===== config.mk =====
export PLATFORM = sky130hd
export DESIGN_NAME = csa_seq_ctrl
export DESIGN_NICKNAME = d
export VERILOG_FILES = /design/src/rtl/csa_seq_pkg.sv /design/src/rtl/csa_seq_ctrl_csa.sv /design/src/rtl/csa_seq_ctrl.sv
export SDC_FILE = /design/constraint.sdc
export NUM_CORES = 1
export LEC_CHECK = 0
export CAP_MARGIN = 20
export CORE_MARGIN = 10
export CORE_UTILIZATION = 51
export CTS_BUF_LIST = sky130_fd_sc_hd__clkbuf_4 sky130_fd_sc_hd__clkbuf_8 sky130_fd_sc_hd__clkbuf_16
export CTS_CLUSTER_DIAMETER = 80
export DETAILED_ROUTE_END_ITERATION = 8
export PLACE_DENSITY = 0.8
export SYNTH_ARGS = -nofsm -noshare
export SYNTH_HDL_FRONTEND = slang
export SYNTH_SLANG_ARGS = --single-unit
export TNS_END_PERCENT = 50

===== constraint.sdc =====
create_clock -name clk -period 4.49 [get_ports clk]
set_input_delay 0.449 -clock clk [delete_from_list [all_inputs] [get_ports clk]]
set_output_delay 0.449 -clock clk [all_outputs]
set_load 0.03 [all_outputs]

===== src/rtl/csa_seq_pkg.sv =====
// csa_seq_pkg: shared FSM state type and sizing helper for the sliced sequential adder.
package csa_seq_pkg;
   typedef enum logic [1:0] {IDLE = 2'd0, RUN = 2'd1, DONE = 2'd2} state_t;
   function automatic int idx_width(input int nslice);
      return $clog2(nslice);
   endfunction
endpackage


===== src/rtl/csa_seq_ctrl_csa.sv =====
// CSA: carry-select adder built from sizeRCA-bit ripple blocks, each precomputed for carry 0 and 1.
module CSA #(
   parameter int sizeCSA = 24,
   parameter int sizeRCA = 4
) (
   input  logic [sizeCSA-1:0] a,
   input  logic [sizeCSA-1:0] b,
   input  logic               cin,
   output logic [sizeCSA-1:0] sum,
   output logic               cout
);
   localparam int NB = sizeCSA / sizeRCA;
   logic [NB:0] c;
   assign c[0] = cin;
   for (genvar i = 0; i < NB; i++) begin : g_blk
      logic [sizeRCA:0] s0, s1;
      assign s0 = {1'b0, a[i*sizeRCA +: sizeRCA]} + {1'b0, b[i*sizeRCA +: sizeRCA]};
      assign s1 = {1'b0, a[i*sizeRCA +: sizeRCA]} + {1'b0, b[i*sizeRCA +: sizeRCA]} + (sizeRCA+1)'(1);
      assign sum[i*sizeRCA +: sizeRCA] = c[i] ? s1[sizeRCA-1:0] : s0[sizeRCA-1:0];
      assign c[i+1] = c[i] ? s1[sizeRCA] : s0[sizeRCA];
   end
   assign cout = c[NB];
endmodule


===== src/rtl/csa_seq_ctrl.sv =====
// csa_seq_ctrl: WIDTH-bit sum from one SLICE-bit CSA reused per slice, LSB first, carry held between passes.
// Define CSA_SEQ_EARLY_EXIT_EN to finish once remaining operand slices and the slice carry are all zero.
module csa_seq_ctrl
   import csa_seq_pkg::*;
#(
   parameter int WIDTH = 48,
   parameter int SLICE = 24,
   parameter int RCA   = 4
) (
   input  logic             clk,
   input  logic             rst_n,
   input  logic             in_valid,
   output logic             in_ready,
   input  logic [WIDTH-1:0] in_a,
   input  logic [WIDTH-1:0] in_b,
   input  logic             in_cin,
   output logic             out_valid,
   input  logic             out_ready,
   output logic [WIDTH-1:0] out_sum,
   output logic             out_cout,
   output logic             busy
);
   localparam int NSLICE = WIDTH / SLICE;
   localparam int IW = idx_width(NSLICE);
   if (NSLICE < 2 || WIDTH % SLICE != 0) begin : g_bad_cfg
      $error("csa_seq_ctrl: WIDTH must be a multiple of SLICE with at least two slices");
   end
   state_t state, next_state;
   logic [WIDTH-1:0] a_q, b_q, sum_q;
   logic [IW-1:0] idx;
   logic carry_q, cout_q, slice_cout, early, finish;
   logic [SLICE-1:0] slice_sum;
   CSA #(.sizeCSA(SLICE), .sizeRCA(RCA)) u_csa (
      .a(a_q[SLICE-1:0]), .b(b_q[SLICE-1:0]), .cin(carry_q), .sum(slice_sum), .cout(slice_cout)
   );
`ifdef CSA_SEQ_EARLY_EXIT_EN
   assign early = ~|a_q[WIDTH-1:SLICE] & ~|b_q[WIDTH-1:SLICE] & ~slice_cout;
`else
   assign early = 1'b0;
`endif
   assign finish = (idx == IW'(NSLICE-1)) | early;
   always_ff @(posedge clk) begin
      if (!rst_n) state <= IDLE;
      else state <= next_state;
   end
   always_comb begin
      next_state = state == IDLE ? (in_valid ? RUN : IDLE) :
                   state == RUN  ? (finish ? DONE : RUN) :
                   state == DONE ? (out_ready ? IDLE : DONE) : IDLE;
   end
   always_comb begin
      in_ready  = rst_n && state == IDLE;
      out_valid = state == DONE;
      busy      = state != IDLE;
   end
   always_ff @(posedge clk) begin
      if (!rst_n) begin
         a_q <= '0;
         b_q <= '0;
         sum_q <= '0;
         idx <= '0;
         carry_q <= 1'b0;
         cout_q <= 1'b0;
      end else if (state == IDLE && in_valid) begin
         a_q <= in_a;
         b_q <= in_b;
         sum_q <= '0;
         idx <= '0;
         carry_q <= in_cin;
         cout_q <= 1'b0;
      end else if (state == RUN) begin
         sum_q[idx*SLICE +: SLICE] <= slice_sum;
         carry_q <= slice_cout;
         a_q <= a_q >> SLICE;
         b_q <= b_q >> SLICE;
         idx <= idx + 1'b1;
         if (finish) cout_q <= slice_cout;
      end
   end
   assign out_sum  = sum_q;
   assign out_cout = cout_q;
endmodule


==> flow_metrics.py <==
metrics = {
    "timing": {
        "fin_ws_ps": 618,
        "fin_tns_setup_ps": 0,
        "maxSlewHeadroom_pct": 42.7,
        "drv_slew": 0,
        "finalCriticalPeriod_ps": 3870,
        "fin_worst_hold_slack_ps": 461,
        "setup_viol": 0,
        "rsz0062_at_grt": "false",
        "hold_viol": 0,
        "worst_clock_skew_ps": 5.17,
        "max_freq_mhz": 258,
        "worst_pin_slew_ps": 860,
        "finalCritPeriodShare_pct": 86.2,
    },
    "synth": {
        "avgSynthCellArea_um2": 8.87,
        "synth_cells": 790,
        "synth_top_area_cell": "dfxtp_1",
        "synth.distinct_cells": 43,
        "synth_most_common_cell": "dfxtp_1",
        "synthTopCellsByArea": "dfxtp_1, a21boi_0, nand2_1",
        "ys_seq_area_share_pct": 42.6,
        "synth_top_cell_area_share_pct": 42.6,
        "synth_edf_count": 0,
        "synthArstFlopShare_pct": 0,
        "syn_nets": 927,
        "ys_top_cells_by_count": "dfxtp_1, nand2_1, a21boi_0, nand3_1, clkbuf_1",
        "ys.flop_type": "dfxtp_1",
        "netlist_area_um2": 7010,
        "ys_ff_latch": 149,
        "yosys_warnings": 0,
    },
    "floorplan": {
        "coreArea_um2": 13300,
        "start_util_pct": 52.5,
        "die-area_um2": 18800,
        "boundaryPins": 153,
        "num_rows": 42,
        "die_x_um": 137,
        "fp.dieH_um": 137,
    },
    "global_routing": {
        "antenna_found_initial": 0,
        "grt_pass1_wl_um": 28100,
        "overflow": 0,
        "grt_max_degree": 104,
        "grt_pass1_vias": 5517,
        "grt_use_total_pct": 18.6,
    },
    "clock_network": {
        "cts_resized": 0,
        "clk_pin_slew_worst_paths_ps": 60,
        "cts_made_buffers": 17,
        "cts-root-buf": "clkbuf_16",
        "htreeDepth": 4,
        "cts_tree": "yes",
        "clk_path_buf_depth": 2,
        "cts_post_setup_buffers_inserted": 0,
        "worstSkewPairLatency_ps": 420,
        "hold_buffers": 0,
        "cts.sinks": 149,
    },
    "route": {
        "via_count": 6015,
        "avgRoutedWirePerCell_um": 16.3,
        "viasPerCell": 5.48,
        "routed_wl_um": 17900,
        "drtIter0Drc": 428,
        "drc": 0,
        "ant_nets": 0,
        "first_pass_iters": 4,
    },
    "setup_path": {
        "crit_family": "compound AO/OA/AOI/OAI gates",
        "endpoint": "out_sum[22]",
        "crit_required_ps": 4850,
        "reg2reg_to": "out_sum[22]",
        "ff2ff_setup_slack_ps": 620,
        "end_kind": "flop",
        "worstRegToRegCells": 13,
        "arrival_ps": 4230,
        "crit_chain": "ha_1 -> fa_1 -> xor2_1 -> nand2_1 -> mux2i_1 -> inv_1 -> or4_1 -> o221a_2 -> nand4_4 -> mux2i_4 -> xnor2_2 -> a2111oi_0 -> a311o_1",
        "cpMaxStageDelayCell": "a2111oi_0",
        "crit_fanout": 6,
        "crit_start": "a_q[8]",
        "cp-start-kind": "flop",
        "path_class": "reg2reg",
        "r2r-start": "a_q[8]",
        "cp_num_cells": 13,
        "path_buf_inv": 1,
        "slowest_delay_ps": 510,
    },
    "placement": {
        "portBuffers": 152,
        "dp_cells": 1065,
        "post-place-ws_ps": 687,
        "hpwlAfterDp_um": 12700,
        "place.gp.congestion": 0.821,
    },
    "final_layout": {
        "seqCellArea_um2": 2980,
        "num-fill-cells": 1124,
        "syn_to_final_growth_pct": 31.9,
        "multiInputGateArea_um2": 3800,
        "utilization_pct": 69.3,
        "finalNonFillerCells": 1098,
        "drive_gt1_share_pct": 6.29,
        "final_nets": 1046,
        "diodes": 0,
    },
    "worst_hold_path": {
        "min_path_type": "reg2reg",
    },
    "run": {
        "cap_violations": 0,
    },
    "power_and_ir_drop": {
        "p_leak_nw": 3.50,
        "power_density_nw_per_um2": 381,
        "ir_worst_vdd_mv": 0.245,
    },
    "status": {
        "status": "complete, no violations",
    },
}
report_power, final:
part | internal [mW] | switching, mW
combinational | 0.260 | 0.334
clock | 0.949 | 0.531
sequential | 1.40 | 0.0480
registers in the layout (all words and copies together) (netlist names):
name and flops:
carry_q 1, state 2, finish 1, a_q 48, out_sum 48, out_cout 1
b_q 48
per-stage QoR:
stage               area [um2]  power (mW)
floorplan                 7010        1.84
global placement          8600        2.05
detailed placement        8600        2.06
CTS                       9220        3.54
global route              9240        3.67
finish                    9240        3.52
how the worst min path moves through the flow:
| stage | startpoint | end | slack, ps | cells past startpoint |
|---|---|---|---|---|
| 6_report | out_sum[14] | out_sum[14] | 460 | 2 |
| 5_1_grt | out_sum[2] | out_sum[2] | 490 | 2 |
| 4_1_cts | out_sum[26] | out_sum[26] | 460 | 2 |
| 3_5_place_dp | out_sum[14] | out_sum[14] | 450 | 2 |
| 3_3_place_gp | out_sum[14] | out_sum[14] | 440 | 2 |
| 2_1_floorplan | b_q[10] | b_q[10] | 450 | 2 |
worst register-to-register path, stage by stage (launching register included):
cell and delay (ps):
dfxtp_1 320, ha_1 230, fa_1 400, xor2_1 310
nand2_1 90, mux2i_1 290, inv_1 100, or4_1 420
o221a_2 330, nand4_4 140, mux2i_4 320, xnor2_2 170
a2111oi_0 510, a311o_1 180
cells in the final DEF, fill, tap and decap left out, drive strengths merged, types with 13 or more instances in the layout:
master	count
clkdlybuf4s50	151
dfxtp	149
nand2	124
a21boi	97
nand3	61
a22oi	48
nor2	40
a21oi	30
ha	30
a211oi	26
clkbuf	23
xnor2	22
mux2i	14
a21o	13
per-layer routing:
metal | GRT usage (%) | share of wire [%] | wire length (um) | up-vias
li1 | - | - | - | 3033
met1 | 26.1 | 48 | 8580 | 2771
met2 | 26.6 | 43 | 7610 | 194
met3 | 5.50 | 8.3 | 1490 | 17
met4 | 5.97 | 1.2 | 221 | 0
met5 | 0 | 0 | 0 | -
cell type report:
class | count | area share (%)
repair buffers | 161 | 17.3
flip-flops and latches | 149 | 32.3
well taps | 176 | 2.38
clock inverters | 9 | 1.33
clock buffers | 23 | 5.43
multi-input cells | 574 | 41.1
inverters | 6 | 0.244
kinds of logic after synthesis:
logic type	Yosys count	share of synthesized area [%]
XOR/XNOR	32	4.21
AND/OR/NAND/NOR	257	16.4
adder cells (fa/ha/maj)	36	7.07
flip-flops	149	42.6
buffers and inverters	67	3.61
AO/OA/AOI/OAI	235	24.0
multiplexers	14	2.18
(Power assumes the default switching activity.)
